**src/rtl/elevator_dir_ctrl_pkg.sv**
```systemverilog
// Shared types and constants for the elevator direction controller.
package elevator_dir_ctrl_pkg;

  // Per-car controller state.
  typedef enum logic [1:0] {
    ST_IDLE  = 2'd0,
    ST_UP    = 2'd1,
    ST_DOWN  = 2'd2,
    ST_DWELL = 2'd3
  } car_state_t;

  // Encoding of the dir output.
  localparam logic DIR_UP   = 1'b1;
  localparam logic DIR_DOWN = 1'b0;

  // Width of the reversal dwell counter (holds TURN_DWELL up to 15).
  localparam int DWELL_W = 4;

endpackage

```
**src/rtl/elevator_car_fsm.sv**
```systemverilog
// Direction FSM for a single elevator car. The top level supplies the
// already-masked above/below/empty summaries and a floor-range flag.
module elevator_car_fsm
  import elevator_dir_ctrl_pkg::*;
#(
  parameter int CAR_IDX    = 0,
  parameter int TURN_DWELL = 4
) (
  input  logic clk,
  input  logic rst,
  input  logic step,
  input  logic above,
  input  logic below,
  input  logic empty,
  input  logic floor_ok,
  output logic dir,
  output logic moving,
  output logic turn,
  output logic floor_err
);

  // Even cars idle pointing up, odd cars pointing down; also breaks ties in IDLE.
  localparam logic RST_DIR = (CAR_IDX % 2 == 0) ? DIR_UP : DIR_DOWN;
  localparam logic [DWELL_W-1:0] DWELL_LOAD = DWELL_W'(TURN_DWELL);
  localparam logic [DWELL_W-1:0] DWELL_ONE  = DWELL_W'(1);

  car_state_t         state, state_nxt;
  logic [DWELL_W-1:0] cnt, cnt_nxt;
  logic               dir_nxt, moving_nxt, turn_nxt, ferr_nxt;
  logic               decide;

  // A step only drives a decision when the reported floor is in range.
  assign decide = step & floor_ok;

  // Next-state, dwell counter and registered-output values.
  always_comb begin
    // NOTE: every signal gets a default before the case so no path leaves one
    // unassigned; otherwise synthesis infers latches.
    state_nxt = state;
    cnt_nxt   = cnt;
    dir_nxt   = dir;
    turn_nxt  = 1'b0;
    ferr_nxt  = floor_err | (step & ~floor_ok);

    unique case (state)
      ST_IDLE: begin
        if (decide) begin
          if (above && (!below || RST_DIR == DIR_UP)) begin
            state_nxt = ST_UP;
            dir_nxt   = DIR_UP;
          end else if (below) begin
            state_nxt = ST_DOWN;
            dir_nxt   = DIR_DOWN;
          end
        end
      end

      ST_UP: begin
        if (decide) begin
          if (!empty || above) begin
            state_nxt = ST_UP;
          end else if (below) begin
            state_nxt = ST_DWELL;
            dir_nxt   = DIR_DOWN;
            turn_nxt  = 1'b1;
            cnt_nxt   = DWELL_LOAD;
          end else begin
            state_nxt = ST_IDLE;
          end
        end
      end

      ST_DOWN: begin
        if (decide) begin
          if (!empty || below) begin
            state_nxt = ST_DOWN;
          end else if (above) begin
            state_nxt = ST_DWELL;
            dir_nxt   = DIR_UP;
            turn_nxt  = 1'b1;
            cnt_nxt   = DWELL_LOAD;
          end else begin
            state_nxt = ST_IDLE;
          end
        end
      end

      ST_DWELL: begin
        // Steps are dropped here; the car leaves when the count reaches one.
        if (cnt <= DWELL_ONE) begin
          state_nxt = (dir == DIR_UP) ? ST_UP : ST_DOWN;
          cnt_nxt   = '0;
        end else begin
          cnt_nxt = cnt - DWELL_ONE;
        end
      end

      default: state_nxt = ST_IDLE;
    endcase

    moving_nxt = (state_nxt == ST_UP) || (state_nxt == ST_DOWN);
  end

  // State and output registers with synchronous reset.
  always_ff @(posedge clk) begin
    // NOTE: non-blocking assignments so every register samples the
    // pre-edge values, independent of statement order.
    if (rst) begin
      state     <= ST_IDLE;
      cnt       <= '0;
      dir       <= RST_DIR;
      moving    <= 1'b0;
      turn      <= 1'b0;
      floor_err <= 1'b0;
    end else begin
      state     <= state_nxt;
      cnt       <= cnt_nxt;
      dir       <= dir_nxt;
      moving    <= moving_nxt;
      turn      <= turn_nxt;
      floor_err <= ferr_nxt;
    end
  end

endmodule

```
**src/rtl/elevator_dir_ctrl.sv**
```systemverilog
// Multi-car elevator direction controller: derives per-car call summaries
// from the shared hall-call bitmaps and runs one direction FSM per car.
module elevator_dir_ctrl
  import elevator_dir_ctrl_pkg::*;
#(
  parameter  int NUM_ELEV   = 2,
  parameter  int NUM_FLOORS = 7,
  parameter  int CAP_W      = 3,
  parameter  int TURN_DWELL = 4,
  localparam int FLOOR_W    = $clog2(NUM_FLOORS)
) (
  input  logic                          clk,
  input  logic                          rst,
  input  logic [NUM_ELEV*FLOOR_W-1:0]   curr_floor,
  input  logic [NUM_FLOORS-1:0]         up_req,
  input  logic [NUM_FLOORS-1:0]         down_req,
  input  logic [NUM_ELEV*2*CAP_W-1:0]   boarding,
  input  logic [NUM_ELEV-1:0]           step,
  output logic [NUM_ELEV-1:0]           dir,
  output logic [NUM_ELEV-1:0]           moving,
  output logic [NUM_ELEV-1:0]           turn,
  output logic [NUM_ELEV-1:0]           floor_err
);

  logic [NUM_FLOORS-1:0] calls;

  // Hall calls in either direction attract a car.
  assign calls = up_req | down_req;

  for (genvar i = 0; i < NUM_ELEV; i++) begin : g_car
    logic [FLOOR_W-1:0]  cf;
    logic [2*CAP_W-1:0]  brd;
    logic                above, below, empty, floor_ok;

    assign cf       = curr_floor[i*FLOOR_W +: FLOOR_W];
    assign brd      = boarding[i*2*CAP_W +: 2*CAP_W];
    assign empty    = (brd == '0);
    assign floor_ok = (int'(cf) < NUM_FLOORS);

    // Strictly-above / strictly-below call summary; a call at the car's own
    // floor counts for neither, and the floor range provides the end stops.
    always_comb begin
      above = 1'b0;
      below = 1'b0;
      for (int f = 0; f < NUM_FLOORS; f++) begin
        if (calls[f] && (f > int'(cf))) above = 1'b1;
        if (calls[f] && (f < int'(cf))) below = 1'b1;
      end
    end

    elevator_car_fsm #(
      .CAR_IDX    (i),
      .TURN_DWELL (TURN_DWELL)
    ) u_car (
      .clk       (clk),
      .rst       (rst),
      .step      (step[i]),
      .above     (above),
      .below     (below),
      .empty     (empty),
      .floor_ok  (floor_ok),
      .dir       (dir[i]),
      .moving    (moving[i]),
      .turn      (turn[i]),
      .floor_err (floor_err[i])
    );
  end

endmodule

```
**config.mk**
```make
export PLATFORM = sky130hd
export DESIGN_NAME = elevator_dir_ctrl
export DESIGN_NICKNAME = d
export VERILOG_FILES = /design/src/rtl/elevator_dir_ctrl_pkg.sv /design/src/rtl/elevator_car_fsm.sv /design/src/rtl/elevator_dir_ctrl.sv
export SDC_FILE = /design/constraint.sdc
export NUM_CORES = 1
export LEC_CHECK = 0
export CAP_MARGIN = 10
export CORE_MARGIN = 4
export CORE_UTILIZATION = 54
export CTS_CLUSTER_SIZE = 30
export DETAILED_ROUTE_END_ITERATION = 12
export PLACE_DENSITY = 0.95
export SLEW_MARGIN = 30
export SYNTH_ARGS = -nofsm -noshare
export SYNTH_HDL_FRONTEND = slang
export SYNTH_SLANG_ARGS = --single-unit
```
**constraint.sdc**
```tcl
create_clock -name clk -period 4.3 [get_ports clk]
set_input_delay 0.43 -clock clk [delete_from_list [all_inputs] [get_ports clk]]
set_output_delay 0.43 -clock clk [all_outputs]
set_load 0.05 [all_outputs]
```
# After elaboration in Yosys (flattened, before gate mapping)
# Index checks and enable logic that the tools add are counted.
[op_classes]
n_addsub = 2
n_lt_le_gt_ge = 30
eq_ne = 24
mux = 98
bitwise = 9
n_reduce_logical = 48
[op_table]
columns = ["operator", "count"]
rows = [
  ["$mux 4", 14],
  ["$mux 1", 54],
  ["$mux 2", 22],
  ["$reduce_and 7->1", 4],
  ["$logic_and 1x1->1", 27],
  ["$pmux 4 s3", 2],
  ["$ne 2x1->1 const B", 10],
  ["$gt 3x3->1 const A", 6],
  ["$lt 3x3->1 const A", 6],
  ["$pmux 2 s4", 2],
  ["$eq 2x2->1 const B", 6],
  ["$gt 2x3->1 const A", 4],
  ["$logic_not 6->1", 2],
  ["$lt 1x3->1 const A", 4],
  ["$lt 2x3->1 const A", 4],
  ["$reduce_bool 3->1", 4],
  ["$eq 2x1->1 const B", 4],
  ["$le 4x1->1 const B", 2],
  ["$ne 2x2->1 const B", 4],
  ["$sub 4x1->4 const B", 2],
  ["$or 7x7->7", 1],
  ["$gt 1x3->1 const A", 2],
  ["$logic_or 1x1->1", 6],
  ["$lt 3x3->1 const B", 2],
  ["other kinds (7)", 17],
]
[word_totals]
reg_bits = 20
out_inout_bits = 8
word_cells = 223

# Logic depth before layout (Yosys ltp)
# Gate-level depths: netlist (run 1).
[depth]
depth_word = 16
depth_mapped = 10

# Modules after synthesis
# Synthesis (run 1) repeated with hierarchy kept, for this count alone.
[unflattened]
hier_cells = 241
hier_area_um2 = 1805.5
[by_module_without_submodules]
columns = ["mod", "n_inst", "cells_per_inst", "area_per_inst_um2", "seq_area_each_um2"]
rows = [
  ["elevator_car_fsm (g_car[0].u_car)", 1, 98, 780.7, 200.2],
  ["elevator_car_fsm (g_car[1].u_car)", 1, 98, 778.2, 200.2],
  ["elevator_dir_ctrl", 1, 45, 246.5, 0.0],
]

# Worst setup path after synthesis (run 1)
# Ideal clock, no wire load.
[synth_path]
path_type = "input -> register"
startpoint = "input boarding[3]"
endpoint = "register g_car[0].u_car.cnt[2]"
setup_time_ns = 0.117
arrival_ns = 2.258
slack_ns = 1.925
stages = 8
path_buffers = 0
cell_sequence = "or4_4 -> nor3_4 -> and2_4 -> nand3_2 -> o32a_4 -> nor3_4 -> nand2_1 -> a32o_1"
[synth_between]
elab_chain_len = 5
word_cells_on_any_way = 7
[synth_lines]
columns = ["element", "line_no", "text"]
rows = [
  ["from (decl)", "elevator_dir_ctrl.sv:17", "input logic [NUM_ELEV*2*CAP_W-1:0] boarding,"],
  ["$logic_not 6->1 *", "elevator_dir_ctrl.sv:37", "assign empty = (brd == '0);"],
  ["$logic_not 1->1 *", "elevator_car_fsm.sv:60, elevator_car_fsm.sv:75", ""],
  ["$logic_or 1x1->1, on equally long branches", "elevator_car_fsm.sv:75, elevator_car_fsm.sv:60", ""],
  ["$ne 2x2->1 (no line)", "-", ""],
  ["$reduce_and 7->1 (no line) *", "-", ""],
  ["to (signal assigned)", "elevator_car_fsm.sv:117", "cnt <= cnt_nxt;"],
  ["to (decl)", "elevator_car_fsm.sv:28", "logic [DWELL_W-1:0] cnt, cnt_nxt;"],
]
# Every way passes the cells marked *; elsewhere a longest branch is shown, timed or not.
# A chain may end at the register's enable or synchronous reset.

# Worst setup path in the final report (run 1)
[layout_path]
startpoint = "input down_req[6]"
endpoint = "register g_car[0].u_car.cnt[2]"
[layout_between]
elab_chain_len = 6
word_cells_on_any_way = 12
[layout_lines]
columns = ["element", "line_no", "text"]
rows = [
  ["from (decl)", "elevator_dir_ctrl.sv:16", "input logic [NUM_FLOORS-1:0] down_req,"],
  ["$or 7x7->7 *", "elevator_dir_ctrl.sv:28", "assign calls = up_req | down_req;"],
  ["$logic_and 1x1->1, on equally long branches", "elevator_dir_ctrl.sv:47, elevator_dir_ctrl.sv:46", ""],
  ["$mux 1, on equally long branches", "elevator_dir_ctrl.sv:47, elevator_dir_ctrl.sv:46", ""],
  ["$logic_or 1x1->1, on equally long branches", "elevator_car_fsm.sv:75, elevator_car_fsm.sv:60", ""],
  ["$ne 2x2->1 (no line)", "-", ""],
  ["$reduce_and 7->1 (no line) *", "-", ""],
]
# Marked as above.

==> results of run 1 <==
## cell type report
type	count	share of cell area (%)
sequential	20	17.4
clock buffer	3	0.978
timing repair buffer	44	19.0
multi-input combinational	199	56.5
inverter	15	2.44
clock inverter	1	1.30
tap	44	2.39
## cells by family (layout without fill, tap and decap cells)
| family | after synthesis | after routing |
|---|---|---|
| XOR/XNOR | 2 | 2 |
| flip-flops | 20 | 20 |
| adder cells (fa/ha/maj) | 12 | 12 |
| AO/OA/AOI/OAI | 75 | 75 |
| buffers and inverters | 31 | 63 |
| multiplexers | 8 | 8 |
| AND/OR/NAND/NOR | 102 | 102 |
## stage by stage
| stage | hold WS [ns] | power [W] | cell area (µm²) | utilization [%] |
|---|---|---|---|---|
| 2_1_floorplan | 0.442 | 0.000690 | 1850 | - |
| 3_3_place_gp | 0.457 | 0.000799 | 2250 | 71.4 |
| 3_5_place_dp | 0.469 | 0.000810 | 2250 | 71.4 |
| 4_1_cts | 0.498 | 0.000975 | 2300 | 73.1 |
| 5_1_grt | 0.541 | 0.00105 | 2300 | 73.1 |
| 6_report | 0.499 | 0.000977 | 2300 | 73.1 |
## worst min-delay path: stages (launching register included)
cell,delay (ns)
dfxtp_1,0.35
a41oi_1,0.04
nor2_1,0.08
## state kept, by name (all words and copies together) (netlist names)
name / cells
g_car.u_car.turn: 2
g_car.u_car.moving: 2
g_car.u_car.cnt: 8
g_car.u_car.floor_err: 2
g_car.u_car.dir: 2
g_car.u_car.state: 4
## worst paths after layout
path	startpoint	end	slack [ns]	cells past startpoint
max	down_req[6]	g_car[0].u_car.cnt[2]$_SDFFE_PP0P_	1.58	9
min	g_car[1].u_car.floor_err$_SDFF_PP0_	g_car[1].u_car.floor_err$_SDFF_PP0_	0.50	2
max reg2reg	g_car[1].u_car.cnt[0]$_SDFFE_PP0P_	g_car[1].u_car.moving$_SDFF_PP0_	1.98	9
min reg2reg	g_car[1].u_car.floor_err$_SDFF_PP0_	g_car[1].u_car.floor_err$_SDFF_PP0_	0.50	2
## placed cells by master, fill, tap and decap left out, drive strengths merged, types with 2 or more instances in the layout
cell type / synthesis / final
a21oi: 19 / 19
or2: 2 / 2
o32a: 2 / 2
and2: 5 / 5
o211ai: 2 / 2
a22oi: 2 / 2
a31oi: 2 / 2
inv: 15 / 15
nor3: 8 / 8
ha: 12 / 12
a2111oi: 3 / 3
clkbuf: 6 / 3
nor2: 37 / 37
dfxtp: 20 / 20
a221oi: 2 / 2
a21bo: 2 / 2
nor4: 5 / 5
nand3b: 2 / 2
o311ai: 3 / 3
a311oi: 3 / 3
o22ai: 3 / 3
clkdlybuf4s50: 0 / 43
o2111ai: 2 / 2
a41oi: 2 / 2
nand2: 21 / 21
mux2i: 7 / 7
nand3: 12 / 12
nand4: 4 / 4
o21bai: 2 / 2
a32o: 2 / 2
o21ai: 16 / 16
## per-layer routing
metal	wire length, µm	global-route usage (%)	share of wire, %
met1	1980	26.5	41
met2	2480	39.5	51
met3	300	3.88	6.2
met4	61	5.58	1.3
met5	0	0	0
## power groups by stage
stage / clock network (W) / logic [W] / registers (W)
final: 0.000159 / 0.000559 / 0.000259
after global routing: 0.000169 / 0.000617 / 0.000266
after CTS: 0.000163 / 0.000554 / 0.000258
after detailed placement: 0 / 0.000549 / 0.000262
after global placement: 0 / 0.000539 / 0.000260
after floorplan: 0 / 0.000440 / 0.000250
==> impl_metrics.ini, run 1 <==
[sta]
drv_slew = 0
setup_violations = 0
slew_headroom_pct = 38.2
finalHoldViolCount = 0
min_period_ns = 2.72
fmax_mhz = 368
skew_ns = 0.00556
finalWorstSetupSlack_ns = 1.58
rsz0062_at_grt = false
post-route-period-util_pct = 63.1
worstMarginPinSlew_ns = 0.912
setup_tns_ns = 0

[floorplan]
row_count = 20
die-area_um2 = 4420
fp.dieH_um = 66.5
core-area_um2 = 3150
initial_utilization_pct = 58.7
pin_count = 44
die_x_um = 66.5

[logic_synthesis]
avgSynthCellArea_um2 = 7.40
yosysTopAreaCellShare_pct = 21.7
postSynthCellCount = 250
synth_seq_cells = 20
synth_cell_types = 58
synth_common_cells = nor2_1 (37), nand2_1 (21), dfxtp_1 (20), a21oi_1 (18), inv_1 (15)
yosys_warnings = 0
yosys.area.top_type = dfxtp_1
synth-simple-area-share_pct = 28.5
yosysMostFrequentCell = nor2_1
synth_top_family_by_area = simple AND/OR/NAND/NOR gates
async_flop_share_pct = 0
synthAdderAreaFrac_pct = 8.12
mappedNetlistArea_um2 = 1850
synth_ff_type = dfxtp_1
synth_compound_area_share_pct = 28.4
ys_top_cells_by_area = dfxtp_1 (22%), ha_1 (8.1%), nor2_1 (7.5%)
synth_edf_count = 0
synth_mux_area_share_pct = 4.40
ys_seq_area_share_pct = 21.7
syn_nets = 298
synth_xor_area_share_pct = 0.947

[clock_tree]
cts_made_buffers = 3
clock_latency_ns = 0.31
cts_tree = done
clockBufferDepth = 2
post_cts_buffers = 0
cts.clk_slew.worst_paths_ns = 0.13
cts_htree_levels = 1
ctsResizeCount = 0
cts_root_buf = clkbuf_4
hold_buffers = 0
numClockSinks = 20

[worst_setup_path]
crit_path_start_kind = input port
crit_buf_inv = 1
worstPathArrival_ns = 2.93
cp_top_family = simple AND/OR/NAND/NOR gates
required_ns = 4.52
crit_slowest_cell = nor4_4
crit_path_max_fanout = 9
endpoint_kind = flip-flop
cp_cell_sequence = clkdlybuf4s50_1, nor2_1, a31oi_1, nor4_4, a21oi_2, o32a_4, nor3_4, nand2_1, a32o_1
cpPeakStageDelay_ns = 0.55
crit_type = input port to flip-flop

[grt]
grt_max_degree = 19
overflow = 0
track_usage_pct = 21.9
grt_pass1_wl_um = 7790
antenna_found_initial = 0
grt_pass1_vias = 1810

[detailed_routing]
drtPass1Iterations = 5
drtIter0Drc = 220
wl_per_cell_um = 14.8
wl_um = 4810
num_vias = 2039
ant_nets = 0
drc = 0
avgViaCountPerCell = 6.25

[pwr]
power.internal_w = 0.000553
pwr-share-clk_pct = 16.3
p_sw_share_pct = 43.4
power_density_nw_per_um2 = 424
ir_worst_vdd_uv = 443
cellLeakagePower_nw = 0.823
p_sw_w = 0.000424
p_seq_share_pct = 26.5
pwr-share-comb_pct = 57.2

[status]
outcome = completed

[cells_and_area]
nNetsFinal = 331
syn_to_final_growth_pct = 24.6
seqCellArea_um2 = 400
multi_input_area_um2 = 1300
layout-drive-gt1-share_pct = 4.96
stdcell_count = 326
num_antenna_cells = 0
n_fill_cell = 247

[placement]
finalWeightedCongestion = 0.885
placed_cells = 322
post-dp-hpwl_um = 3720
portBuffers = 43
preCtsSetupSlack_ns = 1.29

[flow_run]
maxCapViolations = 0

[worst_hold_path]
hp-class = flip-flop to flip-flop
Note: power is estimated with default switching activity, not from simulation.
==> inputs of run 2 (changes only) <==
--- a/config.mk
+++ b/config.mk
@@ -7,10 +7,10 @@
 export LEC_CHECK = 0
 export CAP_MARGIN = 10
 export CORE_MARGIN = 4
-export CORE_UTILIZATION = 54
+export CORE_UTILIZATION = 50
 export CTS_CLUSTER_SIZE = 30
 export DETAILED_ROUTE_END_ITERATION = 12
-export PLACE_DENSITY = 0.95
+export PLACE_DENSITY = 0.9
 export SLEW_MARGIN = 30
 export SYNTH_ARGS = -nofsm -noshare
 export SYNTH_HDL_FRONTEND = slang
==> constraint.sdc (replaced) <==
create_clock -name clk -period 2.6 [get_ports clk]
set_input_delay 0.26 -clock clk [delete_from_list [all_inputs] [get_ports clk]]
set_output_delay 0.26 -clock clk [all_outputs]
set_load 0.05 [all_outputs]
==> run 2 against run 1 <==
Net effect: sequential power rose by 64%; clock skew fell by 0.0034 ns; count of clock-buffer cells in the layout unchanged; sequential share of layout area shrank 1.1 points; power increased by 76%; register-to-register slack got worse by 1.8 ns; critical endpoint unchanged; worst setup slack got worse by 1.4 ns; combinational power up 75%; global-route usage is 0.23 points lower; via count about the same.
==> impl_metrics.ini, run 2 (synthesis gave the netlist of run 1 again) <==
[status]
outcome = completed

[worst_setup_path]
required_ns = 2.76
worstPathArrival_ns = 2.57
cpPeakStageDelay_ns = 0.54
crit_path_start_kind = input port
cp_common_cell = nor3_4
worst_r2r_path_depth = 11
crit_path_max_fanout = 5
crit_type = input port to flip-flop
endpoint_kind = flip-flop
cp_cell_sequence = clkdlybuf4s50_1, or4_4, nor3_4, and2_4, nand3_2, o32a_4, nor3_4, nand2_1, a32o_1
crit_slowest_cell = or4_4

[detailed_routing]
avgViaCountPerCell = 5.90
wl_per_cell_um = 13.8
ant_nets = 0
num_vias = 2037
wl_um = 4750
drtPass1Iterations = 5
drtIter0Drc = 102
drc = 0

[pwr]
power_density_nw_per_um2 = 697
power.total_w = 0.00172
cellLeakagePower_nw = 0.918
ir_worst_vdd_uv = 623

[sta]
slew_headroom_pct = 64.8
drv_slew = 0
min_period_ns = 2.41
worstMarginPinSlew_ns = 0.527
fmax_mhz = 414
rsz0062_at_grt = false
setup_violations = 0
skew_ns = 0.00211
finalHoldViolCount = 0
post-route-period-util_pct = 92.9

[floorplan]
initial_utilization_pct = 53.7
die-area_um2 = 4740
pin_count = 44
row_count = 21
core-area_um2 = 3440
fp.dieH_um = 68.8
die_x_um = 68.8

[clock_tree]
hold_buffers = 0
clockBufferDepth = 2
post_cts_buffers = 0
cts.clk_slew.worst_paths_ns = 0.08
numClockSinks = 20
cts_root_buf = clkbuf_8
cts_made_buffers = 3
clock_latency_ns = 0.26
cts_htree_levels = 1
cts_tree = done

[cells_and_area]
n_fill_cell = 267
syn_to_final_growth_pct = 33.2
num_antenna_cells = 0
seqCellArea_um2 = 400
nNetsFinal = 348
final_common_cell = clkdlybuf4s50_1
stdcell_count = 345
layout_common_cells = clkdlybuf4s50_1 (43), nor2_1 (36), nand2_1 (21), dfxtp_1 (20)
largest_reg_flops = 8
largest-register = g_car.u_car.cnt
layout-drive-gt1-share_pct = 11.0
fin_util_pct = 71.6
top_regs = g_car.u_car.cnt: 8 flops, g_car.u_car.state: 4 flops
multi_input_area_um2 = 1310

[placement]
post-dp-hpwl_um = 3770
portBuffers = 43
finalWeightedCongestion = 0.894
placed_cells = 341

[grt]
track_usage_pct = 21.7
overflow = 0
grt_pass1_wl_um = 8030
grt_max_degree = 13
grt_pass1_vias = 1851
antenna_found_initial = 0

[worst_hold_path]
hold_depth = 2
hp-class = flip-flop to flip-flop

[flow_run]
maxCapViolations = 0
==> run 2: cell types whose count changed in the layout (fill, tap and decap cells not counted), sizes merged <==
cell	delta
buf	+17
==> run 2: layer usage <==
| metal | vias to the layer above | share of wire (%) | GRT usage, % |
|---|---|---|---|
| met2 | 84 | 49 | 38.5 |
| li1 | 1013 | - | - |
| met3 | 6 | 6.7 | 4.70 |
| met1 | 934 | 44 | 26.9 |
| met5 | - | 0 | 0 |
| met4 | 0 | 0.80 | 4.14 |
==> run 2: repair_timing <==
item | in CTS | in global routing
gates resized for setup | 0 | 3
endpoints found under the setup margin | 0 | 4
endpoints found under the hold margin | 0 | 0
==> run 2: stage by stage <==
stage	TNS, ns	hold WS, ns	area, µm²	worst slack (ns)
global route	0	0.529	2460	0.00145
global placement	-0.0991	0.465	2380	-0.0361
CTS	0	0.505	2450	0.189
finish	0	0.502	2460	0.185
detailed placement	-0.226	0.483	2380	-0.0917
floorplan	0	0.431	1850	0.395
==> run 2: layout make-up <==
class                   instances  share of cell area (%)
clock inverters                 1                    1.22
multi-input cells             199                    53.3
inverters                      15                    2.29
clock buffers                   3                    1.68
repair buffers                 61                    23.0
flip-flops and latches         20                    16.3
well taps                      46                    2.34
==> run 2: worst paths after layout <==
check | start | to | slack (ns)
worst min register to register | g_car[1].u_car.floor_err$_SDFF_PP0_ | g_car[1].u_car.floor_err$_SDFF_PP0_ | 0.50
worst max register to register | g_car[0].u_car.cnt[0]$_SDFFE_PP0P_ | g_car[0].u_car.moving$_SDFF_PP0_ | 0.23
worst min-delay path | g_car[1].u_car.floor_err$_SDFF_PP0_ | g_car[1].u_car.floor_err$_SDFF_PP0_ | 0.50
worst max-delay path | boarding[3] | g_car[0].u_car.cnt[2]$_SDFFE_PP0P_ | 0.19
==> run 2: critical path, delay by kind of cell <==
family / cells / cell delay [ns]
buffers and inverters: 1 / 0.40
AO/OA/AOI/OAI: 2 / 0.60
AND/OR/NAND/NOR: 6 / 1.32
==> run 2: report_power, final <==
part	switching, W	total, W	internal [W]
Clock	0.000110	0.000316	0.000206
Sequential	0.0000588	0.000425	0.000366
Combinational	0.000545	0.000976	0.000431
==> inputs of run 3 (changes only) <==
--- a/config.mk
+++ b/config.mk
@@ -7,10 +7,11 @@
 export LEC_CHECK = 0
 export CAP_MARGIN = 10
 export CORE_MARGIN = 4
-export CORE_UTILIZATION = 50
+export CORE_UTILIZATION = 52
+export CTS_BUF_LIST = sky130_fd_sc_hd__clkbuf_4
 export CTS_CLUSTER_SIZE = 30
 export DETAILED_ROUTE_END_ITERATION = 12
-export PLACE_DENSITY = 0.9
+export PLACE_DENSITY = 0.93
 export SLEW_MARGIN = 30
 export SYNTH_ARGS = -nofsm -noshare
 export SYNTH_HDL_FRONTEND = slang
==> run 3 against run 2 <==
Net effect: flip-flop and latch count unchanged; utilization rose by 1.9 points; critical path depth increased by 2; first-iteration DRC count increased by 39%; critical path type is now flip-flop to flip-flop; count of clock-buffer cells in the layout unchanged; fmax up 0.21%; global-route usage up 0.97 points; non-clock buffer count grew 11; register-to-register slack worse by 0.04 ns; clock skew down 0.0011 ns; via count increased by 2.6%; wire length increased by 3.9%.
==> impl_metrics.ini, run 3 (synthesis gave the netlist of run 1 again) <==
[cells_and_area]
n_fill_cell = 245
largest_reg_flops = 8
seqCellArea_um2 = 400
num_antenna_cells = 0
final_common_cell = clkdlybuf4s50_1
layout-drive-gt1-share_pct = 13.2
layout_common_cells = clkdlybuf4s50_1 (43), nor2_1 (37), buf_4 (29), nand2_1 (21), dfxtp_1 (20)
largest-register = g_car.u_car.cnt
nNetsFinal = 359
multi_input_area_um2 = 1300
design_area_um2 = 2490
syn_to_final_growth_pct = 34.6
top_regs = g_car.u_car.cnt: 8 flops, g_car.u_car.state: 4 flops

[grt]
track_usage_pct = 22.7
overflow = 0
grt_pass1_wl_um = 8190
antenna_found_initial = 0
grt_max_degree = 12
grt_pass1_vias = 1920

[floorplan]
die-area_um2 = 4570
initial_utilization_pct = 54.6
row_count = 21
core-area_um2 = 3390
fp.dieH_um = 67.6
die_x_um = 67.6
pin_count = 44

[worst_setup_path]
crit_slowest_cell = dfxtp_1
endpoint_kind = flip-flop
cp_cell_sequence = inv_1, ha_1, or2_1, and3b_1, o21ai_1, nand3_1, a221oi_1, a311oi_1, buf_4, xor2_1, nor2_1
cpPeakStageDelay_ns = 0.43
crit_path_max_fanout = 6
required_ns = 2.84
crit_path_start_kind = flip-flop
crit_type = flip-flop to flip-flop
worstPathArrival_ns = 2.65

[pwr]
pwr-share-clk_pct = 9.8
p_seq_share_pct = 26.8
power_density_nw_per_um2 = 636
cellLeakagePower_nw = 0.951
pwr-share-comb_pct = 63.4
power.total_w = 0.00158
power.internal_w = 0.000868
p_sw_w = 0.000714
ir_worst_vdd_uv = 459
p_sw_share_pct = 45.1

[sta]
post-route-period-util_pct = 92.7
worstMarginPinSlew_ns = 0.927
fmax_mhz = 415
slew_headroom_pct = 37.2
skew_ns = 0.00103
min_period_ns = 2.41
finalHoldViolCount = 0
setup_tns_ns = 0
drv_slew = 0
rsz0062_at_grt = false
setup_violations = 0

[detailed_routing]
drtIter0Drc = 142
ant_nets = 0
wl_per_cell_um = 13.9
drc = 0
num_vias = 2089
avgViaCountPerCell = 5.87
drtPass1Iterations = 4
wl_um = 4940

[placement]
portBuffers = 43
finalWeightedCongestion = 0.887
post-dp-hpwl_um = 3980
postPlaceCellArea_um2 = 2460

[clock_tree]
cts_root_buf = clkbuf_4
hold_buffers = 0
cts.clk_slew.worst_paths_ns = 0.11
numClockSinks = 20
clock_latency_ns = 0.30
clockBufferDepth = 2
ctsResizeCount = 0
cts_htree_levels = 1
cts_made_buffers = 3
post_cts_buffers = 0
cts_tree = done

[flow_run]
maxCapViolations = 0

[worst_hold_path]
hp-class = flip-flop to flip-flop

[status]
outcome = completed
run 3: final cells by class:
class	instances	area share (%)
Inverter	15	2.26
Multi-Input combinational cell	199	52.3
Clock buffer	3	0.905
Tap cell	46	2.31
Timing Repair Buffer	72	26.0
Clock inverter	1	0.151
Sequential cell	20	16.1
run 3: worst paths after layout:
| path | from | to | slack (ns) | depth (start not counted) |
|---|---|---|---|---|
| setup / recovery | g_car[0].u_car.cnt[0]$_SDFFE_PP0P_ | g_car[0].u_car.moving$_SDFF_PP0_ | 0.19 | 11 |
| hold / removal | g_car[0].u_car.floor_err$_SDFF_PP0_ | g_car[0].u_car.floor_err$_SDFF_PP0_ | 0.50 | 2 |
| hold reg to reg | g_car[0].u_car.floor_err$_SDFF_PP0_ | g_car[0].u_car.floor_err$_SDFF_PP0_ | 0.50 | 2 |
| setup reg to reg | g_car[0].u_car.cnt[0]$_SDFFE_PP0P_ | g_car[0].u_car.moving$_SDFF_PP0_ | 0.19 | 11 |
run 3: layer usage:
| layer | up-vias | routed length [µm] | global-route usage [%] |
|---|---|---|---|
| met4 | 0 | 48 | 4.81 |
| met3 | 8 | 287 | 4.16 |
| li1 | 1041 | - | - |
| met2 | 78 | 2490 | 42.2 |
| met5 | - | 0 | 0 |
| met1 | 962 | 2110 | 26.6 |
run 3: power groups by stage:
stage / sequential, W / combinational [W] / clock [W]
2_1_floorplan: 0.000413 / 0.000728 / 0
3_3_place_gp: 0.000426 / 0.000957 / 0
3_5_place_dp: 0.000430 / 0.000987 / 0
4_1_cts: 0.000424 / 0.000992 / 0.000160
5_1_grt: 0.000432 / 0.00109 / 0.000172
6_report: 0.000425 / 0.00100 / 0.000155
run 3: worst max-delay path: cells and delay by family, from the launching register on:
family                     cells  cell delay (ns)
buffers and inverters          2             0.23
adders and majority gates      1             0.22
AOI/OAI and AO/OA              3             0.64
DFF                            1             0.43
xor gates and xnor gates       1             0.15
and+or+nand+nor                4             0.68
run 3: metrics by stage:
step	hold WS [ns]	std cells	utilization [%]	setup WS [ns]
detailed placement	0.476	352	72.7	-0.132
floorplan	0.431	250	-	0.395
CTS	0.504	356	73.5	0.199
finish	0.496	356	73.5	0.190
global placement	0.458	352	72.7	-0.0411
global route	0.529	356	73.5	0.0440
